### src/rtl/net_msg_sender_pkg.sv
// Shared network-message definitions: header layout, header width and
// the occupancy encoding used by the sender's two-entry queue.
package net_msg_sender_pkg;

    localparam int unsigned c_net_hdr_nbits = 12;

    typedef struct packed {
        logic [1:0] dest;
        logic [1:0] src;
        logic [7:0] opaque;
    } net_hdr_t;

    typedef enum logic [1:0] {
        FIFO_EMPTY = 2'd0,
        FIFO_ONE   = 2'd1,
        FIFO_FULL  = 2'd2
    } fifo_occ_t;

    function automatic net_hdr_t mk_hdr(
        input logic [1:0] dest,
        input logic [1:0] src,
        input logic [7:0] opaque
    );
        net_hdr_t h;
        h.dest   = dest;
        h.src    = src;
        h.opaque = opaque;
        return h;
    endfunction

endpackage

### src/rtl/net_msg_sender_fifo2.sv
// Two-entry in-order queue whose head entry is a register, so the
// dequeue side never sees a combinational path from the enqueue side.
module net_sender_fifo2
    import net_msg_sender_pkg::*;
#(
    parameter int unsigned p_nbits = 44
) (
    input  logic               clk,
    input  logic               reset,
    input  logic               enq_val,
    output logic               enq_rdy,
    input  logic [p_nbits-1:0] enq_msg,
    output logic               deq_val,
    input  logic               deq_rdy,
    output logic [p_nbits-1:0] deq_msg
);

    fifo_occ_t state_q;
    fifo_occ_t state_d;

    logic [p_nbits-1:0] head_q;
    logic [p_nbits-1:0] tail_q;

    logic enq_fire;
    logic deq_fire;
    logic head_we;
    logic head_from_tail;
    logic tail_we;

    assign enq_rdy  = (state_q != FIFO_FULL);
    assign deq_val  = (state_q != FIFO_EMPTY);
    assign deq_msg  = head_q;
    assign enq_fire = enq_val && enq_rdy;
    assign deq_fire = deq_val && deq_rdy;

    always_ff @(posedge clk) begin
        if (reset) begin
            state_q <= FIFO_EMPTY;
        end else begin
            state_q <= state_d;
        end
    end

    always_comb begin
        state_d        = state_q;
        head_we        = 1'b0;
        head_from_tail = 1'b0;
        tail_we        = 1'b0;
        unique case (state_q)
            FIFO_EMPTY: begin
                if (enq_fire) begin
                    state_d = FIFO_ONE;
                    head_we = 1'b1;
                end
            end
            FIFO_ONE: begin
                // Simultaneous enq+deq replaces the head in place.
                unique case ({enq_fire, deq_fire})
                    2'b10: begin
                        state_d = FIFO_FULL;
                        tail_we = 1'b1;
                    end
                    2'b01: begin
                        state_d = FIFO_EMPTY;
                    end
                    2'b11: begin
                        head_we = 1'b1;
                    end
                    default: begin
                        state_d = FIFO_ONE;
                    end
                endcase
            end
            FIFO_FULL: begin
                if (deq_fire) begin
                    state_d        = FIFO_ONE;
                    head_we        = 1'b1;
                    head_from_tail = 1'b1;
                end
            end
            default: begin
                state_d = FIFO_EMPTY;
            end
        endcase
    end

    always_ff @(posedge clk) begin
        if (reset) begin
            head_q <= '0;
            tail_q <= '0;
        end else begin
            if (head_we) begin
                head_q <= head_from_tail ? tail_q : enq_msg;
            end
            if (tail_we) begin
                tail_q <= enq_msg;
            end
        end
    end

endmodule

### src/rtl/net_msg_sender.sv
// Network terminal sender: stamps client requests with a header and a
// rolling tag, queues them, and counts messages taken by the network.
module net_msg_sender
    import net_msg_sender_pkg::*;
#(
    parameter int unsigned p_payload_nbits = 32,
    parameter int unsigned p_node_id       = 0
) (
    input  logic                                    clk,
    input  logic                                    reset,
    input  logic                                    req_val,
    output logic                                    req_rdy,
    input  logic [1:0]                              req_dest,
    input  logic [p_payload_nbits-1:0]              req_payload,
    output logic                                    out_val,
    input  logic                                    out_rdy,
    output logic [c_net_hdr_nbits+p_payload_nbits-1:0] out_msg,
    output logic [15:0]                             num_sent
);

    localparam int unsigned c_msg_nbits = c_net_hdr_nbits + p_payload_nbits;
    localparam logic [1:0]  c_src       = 2'(p_node_id);

    logic [7:0]             tag_q;
    logic [15:0]            sent_q;
    logic                   fifo_enq_rdy;
    logic                   fifo_deq_val;
    logic                   req_go;
    logic                   out_go;
    net_hdr_t               hdr;
    logic [c_msg_nbits-1:0] enq_msg;

    // Handshakes are masked during reset so nothing moves or is counted.
    assign req_rdy  = fifo_enq_rdy && !reset;
    assign out_val  = fifo_deq_val && !reset;
    assign req_go   = req_val && req_rdy;
    assign out_go   = out_val && out_rdy;
    assign num_sent = reset ? 16'h0000 : sent_q;

    assign hdr     = mk_hdr(req_dest, c_src, tag_q);
    assign enq_msg = {hdr, req_payload};

    net_sender_fifo2 #(
        .p_nbits (c_msg_nbits)
    ) u_fifo (
        .clk     (clk),
        .reset   (reset),
        .enq_val (req_val && !reset),
        .enq_rdy (fifo_enq_rdy),
        .enq_msg (enq_msg),
        .deq_val (fifo_deq_val),
        .deq_rdy (out_rdy && !reset),
        .deq_msg (out_msg)
    );

    always_ff @(posedge clk) begin
        if (reset) begin
            tag_q <= 8'h00;
        end else if (req_go) begin
            tag_q <= tag_q + 8'h01;
        end
    end

    always_ff @(posedge clk) begin
        if (reset) begin
            sent_q <= 16'h0000;
        end else if (out_go && (sent_q != 16'hFFFF)) begin
            sent_q <= sent_q + 16'h0001;
        end
    end

endmodule

### config.mk
export PLATFORM = sky130hd
export DESIGN_NAME = net_msg_sender
export DESIGN_NICKNAME = d
export VERILOG_FILES = /design/src/rtl/net_msg_sender_pkg.sv /design/src/rtl/net_msg_sender_fifo2.sv /design/src/rtl/net_msg_sender.sv
export SDC_FILE = /design/constraint.sdc
export NUM_CORES = 1
export LEC_CHECK = 0
export ABC_AREA = 0
export BUFFER_PORTS_ARGS = -buffer_cell sky130_fd_sc_hd__clkbuf_2
export CORE_MARGIN = 2
export CORE_UTILIZATION = 59
export DETAILED_ROUTE_END_ITERATION = 8
export GPL_TIMING_DRIVEN = 0
export HOLD_SLACK_MARGIN = 0.08
export MAX_ROUTING_LAYER = met4
export PLACE_DENSITY = 0.85
export SLEW_MARGIN = 20
export SYNTH_ARGS = -nofsm -noshare
export SYNTH_HDL_FRONTEND = slang
export SYNTH_SLANG_ARGS = --single-unit
### constraint.sdc
create_clock -name clk -period 4.9 [get_ports clk]
set_clock_uncertainty 0.15 [all_clocks]
set_input_delay 0.245 -clock clk [delete_from_list [all_inputs] [get_ports clk]]
set_output_delay 0.245 -clock clk [all_outputs]
set_load 0.01 [all_outputs]
# [Word-level counts from Yosys, hierarchy flattened]
# Cells that the tools add are included.
[totals] regBits=112 in_bits=38 output_inout_bits=62 elab_cells=43
[op_classes] add_sub_neg=2 eq_ne=10 muxes=13 n_reduce_logical=13
[ops] op="44-bit two-way mux" count=1
[ops] op="16-bit by 1-bit adder with 16-bit output (second input constant)" count=1
[ops] op="16-bit two-way mux" count=1
[ops] op="16-bit inequality test (second input constant)" count=1
[ops] op="2-bit case mux with 3 select lines" count=2
[ops] op="1-bit logical AND" count=9
[ops] op="8-bit by 1-bit adder with 8-bit output (second input constant)" count=1
[ops] op="2-bit == test (second input constant)" count=3
[ops] op="1-bit two-way mux" count=6
[ops] op="2-bit by 1-bit == test with 1-bit output (second input constant)" count=2
[ops] op="2-bit two-way mux" count=2
[ops] op="2-bit by 1-bit inequality test with 1-bit output (second input constant)" count=2
[ops] op="2-bit inequality test (second input constant)" count=2
[ops] op="1-bit case mux with 3 select lines" count=1
[ops] op="3-bit AND reduction" count=1
[ops] op="2-bit zero test" count=1
[ops] op="2-bit nonzero test" count=1
[ops] op="1-bit zero test" count=1

# [Depth between registers and ports, before layout]
[logic_depth] word_depth=6 depth_mapped=11 mapped_depth_nobuf=8

# [Modules after synthesis]
# A second synthesis with hierarchy kept.
[unflattened] cells_unflattened=621 hier_area_um2=5190.0
[by_module_without_submodules] module="net_sender_fifo2" n_inst=1 cells_per_inst=468 area_each_um2=3902.5 seq_area_each_um2=1801.7
[by_module_without_submodules] module="net_msg_sender" n_inst=1 cells_per_inst=153 area_each_um2=1287.5 seq_area_each_um2=480.5

# [Worst setup path before layout]
# Ideal clock, no wire load.
[synth_timing] kind="register to register" start="register u_fifo.state_q[0]" end="register u_fifo.head_q[33] (netlist: u_fifo.deq_msg[33])" setup_time_ps=140 arrival_ps=1953 t_required_ps=4610 setup_slack_ps=2657 path_stages_with_launch=12 path_buffers=4 period_less_slack_ps=2243 path_cell_list="dfxtp_1 buf_2 nand2b_1 and3_1 clkbuf_1 ha_1 nand2_1 a21oi_2 or2_1 buf_4 buf_4 a211oi_1"
[synth_via] elab_chain_cells=5 elab_cells_between_ends=14 cone_classes="eq/ne (4); mux (6); reduce/logical (4)"
[synth_lines] element="start, declared" line_no="net_msg_sender_fifo2.sv:18" source="fifo_occ_t state_q;"
[synth_lines] element="start signal, assigned" line_no="net_msg_sender_fifo2.sv:40" source="state_q <= state_d;"
[synth_lines] element="2-bit inequality test / 2-bit nonzero test (equally long branches)" line_no="net_msg_sender_fifo2.sv:30, net_msg_sender_fifo2.sv:31"
[synth_lines] element="1-bit logical AND, on equally long branches" line_no="net_msg_sender_fifo2.sv:33, net_msg_sender_fifo2.sv:34"
[synth_lines] element="2-bit == test / 1-bit two-way mux (equally long branches)" line_no="net_msg_sender_fifo2.sv:58, net_msg_sender_fifo2.sv:75"
[synth_lines] element="1-bit two-way mux, on equally long branches" line_no="net_msg_sender_fifo2.sv:58, net_msg_sender_fifo2.sv:49"
[synth_lines] element="1-bit case mux with 3 select lines / 44-bit two-way mux (equally long branches)" line_no="net_msg_sender_fifo2.sv:49, net_msg_sender_fifo2.sv:93"
[synth_lines] element="end signal, assigned" line_no="net_msg_sender_fifo2.sv:93" source="head_q <= head_from_tail ? tail_q : enq_msg;"
[synth_lines] element="end, declared" line_no="net_msg_sender_fifo2.sv:21" source="logic [p_nbits-1:0] head_q;"
# Several ways; a longest one is shown, not always the timed one.
# A chain may end at the register's enable or synchronous reset.

# [Worst setup path in the final report]
[layout_timing] start="register u_fifo.state_q[0]" end="register u_fifo.head_q[35] (netlist: u_fifo.deq_msg[35])"
# Same word-level chain as after synthesis.

==> results.ini <==
[timing]
slew_violations=0
fin_crit_ns=2.703
final_hold_viol_count=0
finalSetupTns_ns=0
finalSetupViolations=0
relSlewSlack_pct=52.05
rsz0062_at_grt=no
period_share_pct=55.17
timing.fmax_ghz=0.3699
worstMarginPinSlew_ns=0.7192

[cts]
htree_num_levels=3
numCtsBuffers=9
clkSlewWorstSetupHoldPaths_ns=0.10
clk_latency_ns=0.37
ctsResizeCount=0
cts_num_sinks=110
clock-root-buffer=clkbuf_8
cts_buffer_depth=2
cts_tree=built

[die]
start_util_pct=60.70
die_y_um=95.94
rows=33
die_w_um=95.94
die_area_um2=9204
core_area_um2=8217
io_pins=100

[worst_setup_path]
critPathKind=register to register
critPathMaxFanout=10
cp_data_required_time_ns=4.99
arrival_ns=2.79
crit_path_end_kind=register
critPathLaunchType=register
regToRegSetupSlack_ns=2.20
r2r_end=u_fifo.deq_msg[35]$_SDFFE_PP0P_
worstReg2RegStart=u_fifo.state_q[0]$_SDFFE_PP0P_
r2r_cells=11

[logic_synthesis]
yosys_warnings=0
avgSynthCellArea_um2=8.874
ys_ff_latch=110
synth_area_um2=4987
synthMuxAreaShare_pct=10.01
synth.yosys.seq_area_share_pct=44.15
synthAdderAreaFrac_pct=1.254
yosysTopAreaCell=dfxtp_1
synthSimpleGateAreaFrac_pct=22.20
synth_area_leaders=dfxtp_1, mux2i_1, nand2_1
synth_xor_area_share_pct=0.5268
synth-compound-area-share_pct=16.43
synth_top_family_by_area=simple AND/OR/NAND/NOR gates
synthDistinctLibCells=50
synth_top_area_share_pct=44.15
synthCells=562

[routing]
route.detailed.drc=0
wirelength_um=12970
dr.pass1.iters=5
drt-initial-drc-count=214
vias=4628
routed_via_density=5.686
detail-route-antenna-nets=0
wl_per_cell_um=15.93

[power]
combPwrFrac_pct=14.6
p_int_mw=1.230
leakage_nw=2.258
p_per_area_nw_per_um2=278.3
seq_power_share_pct=56.0
switching_share_pct=27.87
peakVddDrop_uv=131.1
switching_power_mw=0.4751
p_clk_share_pct=29.4

[layout]
layout-drive-gt1-share_pct=23.41
final_util_pct=74.55
final_cell_mix=dfxtp_1, nand2_1, clkbuf_2
layout_commonest_cell=dfxtp_1
diodes=0
nets=748
regArea_um2=2202
multi_input_area_um2=2522
area_delta_synth_final_pct=22.83
fill_cells=622

[global_routing]
grt_max_degree=19
grt_pass1_vias=4532
grt_pass1_wl_um=20400
grt_usage_pct=28.90
overflow=0
antenna_found_initial=0

[hold_path]
hold_path_depth=3
hp-class=primary input to register
hp-start=reset
hold_end=sent_q[12]$_SDFFE_PP0P_

[placement]
dp_hpwl_um=8940
gp_congestion=0.8760
numPortBuffers=96

[status]
outcome=complete, no violations

[job]
drv_cap=0

## synthesized netlist by cell type (all sizes together)
cell type,count
dfxtp,110
nand2,98
a21oi,54
nor3,48
a211oi,42
mux2i,42
clkbuf,26
buf,21
nor2,20
nor2b,15
nand3,9
o21ai,8
or3,8
inv,7
mux2,7
nand4,7
or4,6
ha,5
or2,4
and3,3
o31ai,3
xnor2,3
nand2b,2
nor4,2
o41ai,2
a2bb2oi,1
and4,1
conb,1
nand3b,1
o21bai,1
o22a,1
o22ai,1
o311a,1
o311ai,1
or3b,1
## per-stage QoR
stage	hold slack (ns)	total power, mW	cells	cell area (um^2)	worst slack, ns
finish	0.1570	1.705	814	6126	2.197
global route	0.1627	1.776	814	6126	1.986
CTS	0.1354	1.710	814	6126	2.186
detailed placement	0.2965	1.197	764	5603	2.197
global placement	0.2913	1.186	764	5603	2.313
floorplan	0.2310	1.113	563	4991	2.657
## per-layer routing
metal	vias up	GRT usage [%]	wire length, um
met4	0	11.07	289
met2	155	49.07	6503
li1	2260	-	-
met3	32	6.265	779
met1	2181	33.48	5394
met5	-	-	0
## registers in the layout, summed over array words and instances, names as in the netlist
signal          count
u_fifo.deq_msg     42
tag_q               8
u_fifo.state_q      2
sent_q             16
u_fifo.tail_q      42
## worst max path at each step
stage / start / end / slack (ns)
2_1_floorplan: u_fifo.state_q[0]$_SDFFE_PP0P_ / u_fifo.deq_msg[33]$_SDFFE_PP0P_ / 2.66
3_3_place_gp: u_fifo.state_q[0]$_SDFFE_PP0P_ / u_fifo.deq_msg[42]$_SDFFE_PP0P_ / 2.31
3_5_place_dp: u_fifo.state_q[0]$_SDFFE_PP0P_ / u_fifo.deq_msg[37]$_SDFFE_PP0P_ / 2.20
4_1_cts: u_fifo.state_q[0]$_SDFFE_PP0P_ / u_fifo.deq_msg[24]$_SDFFE_PP0P_ / 2.19
5_1_grt: u_fifo.state_q[0]$_SDFFE_PP0P_ / u_fifo.tail_q[37]$_SDFFE_PP0P_ / 1.99
6_report: u_fifo.state_q[0]$_SDFFE_PP0P_ / u_fifo.deq_msg[35]$_SDFFE_PP0P_ / 2.20
## cell families after synthesis
kind of cell	Yosys count
AND/OR/NAND/NOR	225
buffers and inverters	54
flip-flops	110
AO/OA/AOI/OAI	115
other	1
adder cells (fa/ha/maj)	5
multiplexers	49
XOR/XNOR	3
## power by group through the flow
| stage | sequential (mW) | combinational, mW | clock [mW] |
|---|---|---|---|
| after floorplan | 0.984 | 0.130 | 0 |
| after global placement | 0.972 | 0.214 | 0 |
| after detailed placement | 0.975 | 0.222 | 0 |
| after CTS | 0.954 | 0.245 | 0.511 |
| after global routing | 0.959 | 0.270 | 0.547 |
| final | 0.955 | 0.248 | 0.502 |
## cell type report
class                   instances  share of cell area, %
plain buffers                  47                  3.922
clock buffers                  10                  2.083
clock inverters                 5                 0.7353
inverters                       7                 0.4289
multi-input cells             399                  41.18
flip-flops and latches        110                  35.95
well taps                     105                  2.145
repair buffers                131                  13.56
## critical path: stages (launching register included)
cell and delay (ns):
dfxtp_1 0.32, buf_2 0.18, nand2b_1 0.24, and3_1 0.18, clkbuf_1 0.25, ha_1 0.27, nand2_1 0.09, a21oi_2 0.33
or2_1 0.16, buf_4 0.14, buf_4 0.18, a211oi_1 0.09
## repair_timing
| item | CTS | global route |
|---|---|---|
| buffers inserted | 0 | 0 |
| hold endpoints to repair | 44 | 0 |
| hold buffers | 35 | 0 |
No activity file was read; power rests on OpenSTA's default activity.
